==> config.mk <==
export PLATFORM = sky130hd
export DESIGN_NAME = template_output_framer
export DESIGN_NICKNAME = d
export VERILOG_FILES = /design/src/rtl/template_pkg.sv /design/src/rtl/template_sync_fifo.sv /design/src/rtl/template_output_framer.sv
export SDC_FILE = /design/constraint.sdc
export NUM_CORES = 1
export LEC_CHECK = 0
export BUFFER_PORTS_ARGS = -buffer_cell sky130_fd_sc_hd__buf_2
export CORE_MARGIN = 1.5
export CORE_UTILIZATION = 37
export CTS_CLUSTER_DIAMETER = 150
export CTS_CLUSTER_SIZE = 24
export DETAILED_ROUTE_END_ITERATION = 7
export PLACE_DENSITY_LB_ADDON = 0.2
export SETUP_SLACK_MARGIN = 0.5
export SLEW_MARGIN = 20
export SYNTH_ARGS = -nofsm -noshare
export SYNTH_HDL_FRONTEND = slang
export SYNTH_SLANG_ARGS = --single-unit
==> constraint.sdc <==
create_clock -name clk -period 9 [get_ports clk]
set_clock_uncertainty 0.1 [all_clocks]
set_input_delay 1.35 -clock clk [delete_from_list [all_inputs] [get_ports clk]]
set_output_delay 1.35 -clock clk [all_outputs]
set_load 0.03 [all_outputs]
==> src/rtl/template_pkg.sv <==
// Shared defaults, counter width and framer state type for the template output path.
package template_pkg;
    localparam int DEF_DATA_WIDTH = 16;
    localparam int DEF_FIFO_DEPTH = 16;
    localparam int DEF_FRAME_LEN  = 8;
    localparam int CNT_WIDTH      = 16;

    typedef enum logic {
        IDLE   = 1'b0,
        ACTIVE = 1'b1
    } framer_state_t;
endpackage

==> src/rtl/template_sync_fifo.sv <==
// Single-clock first-word-fall-through FIFO; the head word is presented on dout while not empty.
module template_sync_fifo
    import template_pkg::*;
#(
    parameter int DATA_WIDTH = DEF_DATA_WIDTH,
    parameter int DEPTH      = DEF_FIFO_DEPTH,
    localparam int AW = $clog2(DEPTH),
    localparam int LW = $clog2(DEPTH + 1)
) (
    input  logic                  clk,
    input  logic                  reset,
    input  logic                  wr_en,
    input  logic                  rd_en,
    input  logic [DATA_WIDTH-1:0] din,
    output logic [DATA_WIDTH-1:0] dout,
    output logic [LW-1:0]         fill_level,
    output logic                  full,
    output logic                  empty
);
    logic [DATA_WIDTH-1:0] r_mem [DEPTH];
    logic [AW-1:0]         r_wr_ptr;
    logic [AW-1:0]         r_rd_ptr;
    logic [LW-1:0]         r_count;
    logic                  w_rd;
    logic                  w_wr;

    assign empty      = (r_count == '0);
    assign full       = (r_count == LW'(DEPTH));
    assign fill_level = r_count;
    assign dout       = empty ? '0 : r_mem[r_rd_ptr];

    // A write into a full FIFO is legal when the head leaves in the same cycle.
    assign w_rd = rd_en & ~empty;
    assign w_wr = wr_en & (~full | w_rd);

    always_ff @(posedge clk) begin
        if (w_wr) r_mem[r_wr_ptr] <= din;
    end

    always_ff @(posedge clk) begin
        if (reset) begin
            r_wr_ptr <= '0;
            r_rd_ptr <= '0;
            r_count  <= '0;
        end else begin
            if (w_wr) r_wr_ptr <= r_wr_ptr + AW'(1);
            if (w_rd) r_rd_ptr <= r_rd_ptr + AW'(1);
            case ({w_wr, w_rd})
                2'b10:   r_count <= r_count + LW'(1);
                2'b01:   r_count <= r_count - LW'(1);
                default: r_count <= r_count;
            endcase
        end
    end
endmodule

==> src/rtl/template_output_framer.sv <==
// Buffers the template word stream and emits fixed-length frames with last/error marking,
// counting completed frames and dropped words.
module template_output_framer
    import template_pkg::*;
#(
    parameter int DATA_WIDTH = DEF_DATA_WIDTH,
    parameter int FIFO_DEPTH = DEF_FIFO_DEPTH,
    parameter int FRAME_LEN  = DEF_FRAME_LEN,
    localparam int LW = $clog2(FIFO_DEPTH + 1),
    localparam int BW = $clog2(FRAME_LEN)
) (
    input  logic                  clk,
    input  logic                  reset,
    input  logic [DATA_WIDTH-1:0] output_data,
    input  logic                  output_valid,
    output logic [DATA_WIDTH-1:0] m_data,
    output logic                  m_valid,
    input  logic                  m_ready,
    output logic                  m_last,
    output logic                  m_err,
    output logic [CNT_WIDTH-1:0]  frame_count,
    output logic [LW-1:0]         fill_level,
    output logic [CNT_WIDTH-1:0]  overflow_count
);
    function automatic logic [CNT_WIDTH-1:0] sat_inc(input logic [CNT_WIDTH-1:0] v);
        return (&v) ? v : v + CNT_WIDTH'(1);
    endfunction

    framer_state_t         r_state;
    logic [BW-1:0]         r_beat_cnt;
    logic                  r_frame_drop;
    logic [CNT_WIDTH-1:0]  r_frame_count;
    logic [CNT_WIDTH-1:0]  r_overflow_count;
    logic                  w_rd;
    logic                  w_wr;
    logic                  w_drop;
    logic                  w_last;
    logic                  w_full;
    logic                  w_empty;
    logic [LW-1:0]         w_fill;
    logic [DATA_WIDTH-1:0] w_dout;

    template_sync_fifo #(
        .DATA_WIDTH (DATA_WIDTH),
        .DEPTH      (FIFO_DEPTH)
    ) u_fifo (
        .clk        (clk),
        .reset      (reset),
        .wr_en      (w_wr),
        .rd_en      (w_rd),
        .din        (output_data),
        .dout       (w_dout),
        .fill_level (w_fill),
        .full       (w_full),
        .empty      (w_empty)
    );

    assign m_valid = ~w_empty;
    assign m_data  = w_dout;
    assign w_rd    = m_valid & m_ready;
    assign w_wr    = output_valid & (~w_full | w_rd);
    assign w_drop  = output_valid & ~w_wr;
    assign w_last  = m_valid & (r_beat_cnt == BW'(FRAME_LEN - 1));
    assign m_last  = w_last;
    // A drop coincident with the closing beat still belongs to the closing frame.
    assign m_err   = w_last & (r_frame_drop | w_drop);

    assign frame_count    = r_frame_count;
    assign fill_level     = w_fill;
    assign overflow_count = r_overflow_count;

    always_ff @(posedge clk) begin
        if (reset) begin
            r_state          <= IDLE;
            r_beat_cnt       <= '0;
            r_frame_drop     <= 1'b0;
            r_frame_count    <= '0;
            r_overflow_count <= '0;
        end else begin
            if (w_rd) begin
                case (r_state)
                    IDLE: begin
                        r_beat_cnt <= BW'(1);
                        r_state    <= ACTIVE;
                    end
                    ACTIVE: begin
                        if (w_last) begin
                            r_beat_cnt <= '0;
                            r_state    <= IDLE;
                        end else begin
                            r_beat_cnt <= r_beat_cnt + BW'(1);
                        end
                    end
                    default: r_state <= IDLE;
                endcase
            end
            if (w_rd & w_last) begin
                r_frame_count <= r_frame_count + CNT_WIDTH'(1);
                r_frame_drop  <= 1'b0;
            end else if (w_drop) begin
                r_frame_drop <= 1'b1;
            end
            if (w_drop) r_overflow_count <= sat_inc(r_overflow_count);
        end
    end
endmodule

==> impl_metrics.tcl, run 1 <==
set metrics [dict create \
    setup_viol 0 \
    fin_tns_setup_ps 0 \
    worst_hold_slack_ps 364 \
    post-cts-setup-buffers 0 \
    fmax_mhz 213 \
    fp.dieH_um 185 \
    start_util_pct 37.7 \
    clk_latency_ps 510 \
    hp-class "register to register" \
    diodes 0 \
    firstDrtPassIters 5 \
    async_flop_share_pct 0 \
    rsz0062_at_grt "no" \
    cts-resized-gates 0 \
    r2r-start "u_fifo.fill_level[1]" \
    layout-drive-gt1-share_pct 25.7 \
    avgSynthCellArea_um2 17.4 \
    routed_wl_um 26700 \
    critPathArrivalTime_ps 3240 \
    placedInstanceArea_um2 13300 \
    yosys_register_bits 310 \
    routedWlPerCell_um 21.6 \
    hold_path_depth 2 \
    synth_cell_types 47 \
    synthTopCellsByCount "256 x edfxtp_1, 64 x mux4_2, 60 x nor2_1" \
    dieArea_um2 34300 \
    detail-route-antenna-nets 0 \
    synth_most_common_cell "edfxtp_1" \
    hold_violations 0 \
    clk_pin_slew_ps 90 \
    slowest_stage "dfxtp_4" \
    status "completed" \
    vias 6551 \
    clock-sinks 310 \
    grtUsageTotal_pct 15.8 \
    stdcell_area_um2 13700 \
    reg2reg_slack_ps 5530 \
    synth_edf_count 256 \
    power_density_nw_per_um2 233 \
    fin_crit_ps 4690 \
    cap_violations 0 \
    cp_top_family "buffers and inverters" \
    max_slew_margin_pct 32.8 \
    report.final.slew_viol_count 0 \
    hold_path_end "r_beat_cnt[2]" \
    drt_iter0_markers 512 \
    syn_inst 707 \
    setup_slack_ps 4310 \
    synth_warnings 0 \
    placeableCoreArea_um2 32600 \
    gr-total-overflow 0 \
    yosysSeqAreaShare_pct 71.3 \
    root_buffer "clkbuf_16" \
    cts_htree_levels 1 \
    crit_required_ps 7550 \
    dpl.hpwl_um 16100 \
    antenna_found_initial 0 \
    nNetsFinal 818 \
    ctsHoldBuffers 0 \
    synth_area_um2 12300 \
    drc 0 \
    cp_cell_sequence "buf_4, mux4_2, mux2i_1, o22ai_1, buf_2" \
    synth_top_cell_area_share_pct 62.5 \
    r2r_end "u_fifo.fill_level[4]" \
    areaGrowthSynthToFinish_pct 11.6 \
    grt_first_pass_wirelength_um 40000 \
    startpoint_type "register" \
    cts_buffer_depth 3 \
    cp_max_fo 34 \
    grt_max_degree 65 \
    worstHoldStart "r_beat_cnt[2]" \
    cts_buffers 16 \
    ys_top_cells_by_area "edfxtp_1 63%, mux4_2 12%, dfxtp_1 8.8%, mux2i_1 2.8%, nor2_1 1.8%" \
    ir_worst_vdd_v 0.000138 \
    worstMarginPinSlew_ps 1010 \
    fin_crit_sh_pct 52.1 \
    max_stage_delay_ps 790 \
    grt_pass1_vias 6765 \
    yosysTopAreaCell "edfxtp_1" \
    pre_cts_ws_ps 4740 \
    synth-main-ff-cell "edfxtp_1" \
    critical_path_buf_inv_count 2 \
    place_congestion 0.767 \
    cp-end-kind "output pin" \
    io-pin-count 76 \
    crit_type "register to output pin" \
    io_buffers 75 \
    ff2ff_path_depth 11 \
    cts_tree "yes" \
    viasPerCell 5.32 \
    fp.dieW_um 185 \
    p_leak_nw 4.37 \
    syn_nets 740 \
    rows 66 \
]
==> per-stage QoR <==
stage	util, %	cells	total power, mW
finish	42.1	1232	3.19
global route	42.1	1232	3.34
CTS	42.1	1232	3.24
detailed placement	40.7	1209	2.47
global placement	40.7	1209	2.45
floorplan	-	707	2.23
==> layout make-up <==
type                    instances  area [um^2]
fillers                      2884        18900
flip-flops and latches        310         8770
multi-input cells             354         3400
well taps                     442          553
repair buffers                 94          518
clock buffers                  22          444
inverters                       9         33.8
clock inverters                 1         3.75
==> worst max-delay path by stage <==
stage	end	slack, ps	depth (start not counted)
2_1_floorplan	u_fifo.r_mem[3][0]	5270	4
3_3_place_gp	m_data[4]	4750	5
3_5_place_dp	m_data[4]	4740	5
4_1_cts	m_data[4]	4190	5
5_1_grt	m_data[4]	4040	5
6_report	m_data[4]	4310	5
==> logic make-up (layout without fill, tap and decap cells) <==
kind of cell,count (synthesis),in the layout,share of synthesized area (%)
muxes,99,99,14.6
xor gates and xnor gates,34,34,2.42
buffers and inverters,43,126,1.50
adders and majority gates,13,13,1.32
DFF,310,310,71.3
AOI/OAI and AO/OA,48,48,2.40
and+or+nand+nor,160,160,6.44
==> worst register-to-register path, delay by kind of cell, from the launching register on <==
kind,cells,cell delay (ps)
simple gates,3,940
flops,1,430
mux,1,350
compound gates,3,520
xor+xnor,1,180
fa+ha+maj,2,580
buf+inv,1,250
==> power by group <==
group	internal, mW	switching, mW
Sequential	1.60	0.0571
Combinational	0.286	0.481
Clock	0.348	0.424
Total	2.23	0.963
==> cells in the final DEF, fill, tap and decap left out, types with 3 or more instances in the layout <==
cell type  count
ha_1          13
inv_1          9
clkbuf_16     17
dfxtp_1       51
nand3_1       14
buf_4         19
nand2_1       30
clkbuf_1       5
nor2_2        12
or3_1          3
xnor2_1       13
and3_1         3
o22ai_1       17
nor4_1         4
buf_2         75
nand4_1       12
nand2b_1       4
mux4_2        64
xor2_1        21
mux2i_1       34
a21oi_1       11
nor3_2         4
o21ai_0        8
nor2_1        48
nor3_1        10
edfxtp_1     256
==> metal layers <==
metal	vias up	GRT usage [%]	routed length, um
li1	2915	-	-
met1	3438	20.4	11500
met2	163	27.8	13500
met3	35	2.12	1090
met4	0	4.20	575
met5	-	0	0
==> state kept, by name, indices dropped and copies added (netlist names), named ones only <==
signal and cells:
u_fifo.r_rd_ptr 4, r_state 1, r_frame_drop 1, u_fifo.r_wr_ptr 4
overflow_count 16, u_fifo.r_mem 256, r_beat_cnt 3, frame_count 16
u_fifo.fill_level 5
No activity file was read; power rests on OpenSTA's default activity.
==> inputs of run 2 (changes only) <==
--- a/config.mk
+++ b/config.mk
@@ -5,6 +5,7 @@
 export SDC_FILE = /design/constraint.sdc
 export NUM_CORES = 1
 export LEC_CHECK = 0
+export ABC_AREA = 1
 export BUFFER_PORTS_ARGS = -buffer_cell sky130_fd_sc_hd__buf_2
 export CORE_MARGIN = 1.5
 export CORE_UTILIZATION = 37
==> constraint.sdc (replaced) <==
create_clock -name clk -period 4.2 [get_ports clk]
set_clock_uncertainty 0.1 [all_clocks]
set_input_delay 0.63 -clock clk [delete_from_list [all_inputs] [get_ports clk]]
set_output_delay 0.63 -clock clk [all_outputs]
set_load 0.03 [all_outputs]
==> impl_metrics.tcl, run 2 <==
set metrics [dict create \
    antenna_found_initial 0 \
    grt_pass1_vias 8694 \
    io_buffers 75 \
    io-pin-count 76 \
    worstMarginPinSlew_ps 915 \
    grtUsageTotal_pct 18.4 \
    detail-route-antenna-nets 0 \
    cp-end-kind "output pin" \
    synth_top_cell_area_share_pct 58.4 \
    gr-total-overflow 0 \
    areaGrowthSynthToFinish_pct 10.9 \
    status "completed" \
    critPathArrivalTime_ps 2700 \
    ir_worst_vdd_v 0.000350 \
    yosysSeqAreaShare_pct 66.6 \
    placeableCoreArea_um2 34800 \
    grt_max_degree 77 \
    hold_path_depth 1 \
    yosysTopAreaCell "edfxtp_1" \
    firstDrtPassIters 5 \
    post-cts-setup-buffers 0 \
    fin_crit_ps 3430 \
    max_slew_margin_pct 38.9 \
    regMostFlops "u_fifo.r_mem" \
    synth_area_um2 13200 \
    syn_nets 1300 \
    place_congestion 0.750 \
    start_util_pct 37.8 \
    avgSynthCellArea_um2 10.4 \
    cts_tree "yes" \
    cp_max_fo 76 \
    cap_violations 0 \
    drt_iter0_markers 782 \
    fp.dieH_um 192 \
    yosys_register_bits 310 \
    fin_total_pwr_mw 7.40 \
    routedWlPerCell_um 18.5 \
    synth_most_common_cell "nand2_1" \
    synth_edf_count 256 \
    fin_tns_setup_ps 0 \
    cts_htree_levels 1 \
    vias 9084 \
    final_cell_mix "422 x nand2_1, 256 x edfxtp_1, 221 x nand3_1" \
    synth-main-ff-cell "edfxtp_1" \
    ctsHoldBuffers 0 \
    clk_latency_ps 510 \
    viasPerCell 5.07 \
    final_common_cell "nand2_1" \
    hold_violations 0 \
    cts_buffers 16 \
    syn_inst 1267 \
    clock-sinks 310 \
    fmax_mhz 292 \
    layout-drive-gt1-share_pct 12.5 \
    routed_wl_um 33100 \
    ys_top_cells_by_area "edfxtp_1 58%, nand2_1 12%, nand3_1 8.4%, dfxtp_1 8.2%, a21oi_1 1.9%" \
    root_buffer "clkbuf_16" \
    grt_first_pass_wirelength_um 51200 \
    crit_type "register to output pin" \
    startpoint_type "register" \
    fin_crit_sh_pct 81.6 \
    clk_pin_slew_ps 100 \
    rows 68 \
    nFillCells 3379 \
    ff2ff_path_depth 13 \
    crit_required_ps 3470 \
    synthTopCellsByCount "422 x nand2_1, 256 x edfxtp_1, 221 x nand3_1" \
    power_density_nw_per_um2 507 \
    rsz0062_at_grt "no" \
    p_leak_nw 5.42 \
    drc 0 \
    setup_viol 0 \
    nNetsFinal 1358 \
    dpl.hpwl_um 18300 \
    synth_warnings 0 \
    cts-resized-gates 0 \
    postLayoutCoreUtil_pct 42.0 \
    async_flop_share_pct 0 \
    cts_buffer_depth 3 \
    report.final.slew_viol_count 0 \
    worst_hold_slack_ps 366 \
    synth_cell_types 34 \
    fp.dieW_um 192 \
    dieArea_um2 36700 \
    hp-class "register to register" \
    largest_reg_flops 256 \
]
-- run 2: cell types whose count changed after synthesis, moves of 12 or more --
cell | previous run | this run
mux4_2 | 64 | 0
xor2_1 | 21 | 9
mux2i_1 | 34 | 0
buf_2 | 6 | 32
a21oi_1 | 11 | 51
o22ai_1 | 17 | 0
nand2_1 | 30 | 422
inv_1 | 9 | 44
nand3_1 | 14 | 221
-- run 2: kinds of logic after synthesis --
group                    after synthesis  share of synthesized area [%]
AND/OR/NAND/NOR                      753                           25.0
flip-flops                           310                           66.6
buffers and inverters                108                           3.53
AO/OA/AOI/OAI                         70                           2.82
XOR/XNOR                              13                          0.865
adder cells (fa/ha/maj)               13                           1.24
-- run 2: worst paths after layout --
path / start / endpoint / slack (ps)
min: r_state / r_state / 370
max: register / m_data[10] / 770
max reg2reg: u_fifo.fill_level[4] / u_fifo.fill_level[4] / 1590
min reg2reg: r_state / r_state / 370
-- run 2: power breakdown --
part | internal (mW) | switching (mW)
registers | 3.42 | 0.0687
logic | 0.597 | 1.60
clock network | 0.764 | 0.948
-- run 2: final cells by class --
cell class                 instances  area [um^2]  area share (%)
sequential                       310         8770            60.1
multi-input combinational        849         4010            27.4
timing repair buffer             101          608            4.16
tap                              455          569            3.90
antenna                            2         5.00          0.0343
clock inverter                     1         3.75          0.0257
clock buffer                      27          463            3.17
inverter                          47          178            1.22
-- run 2: stage by stage --
| stage | instances | setup WS [ps] | instance area (um^2) |
|---|---|---|---|
| after floorplan | 1267 | 1430 | 13200 |
| after global placement | 1762 | 1300 | 14100 |
| after detailed placement | 1762 | 1300 | 14100 |
| after CTS | 1790 | 726 | 14600 |
| after global routing | 1790 | 520 | 14600 |
| final | 1792 | 773 | 14600 |
-- run 2: critical path, cell delays in order, from the launching register on --
cell,delay (ps)
dfxtp_4,360
buf_4,620
nand2_1,140
nand3_1,130
nand3_1,90
nand2_1,80
nand2_1,50
a21oi_1,420
buf_2,290
-- run 2: per-layer routing --
layer / vias to the layer above / routed length (um) / share of wire (%) / track usage, %
li1: 4441 / - / - / -
met1: 4364 / 15400 / 46 / 26.4
met2: 249 / 15300 / 46 / 30.3
met3: 30 / 1910 / 5.8 / 1.90
met4: 0 / 514 / 1.6 / 3.64
met5: - / 0 / 0 / 0
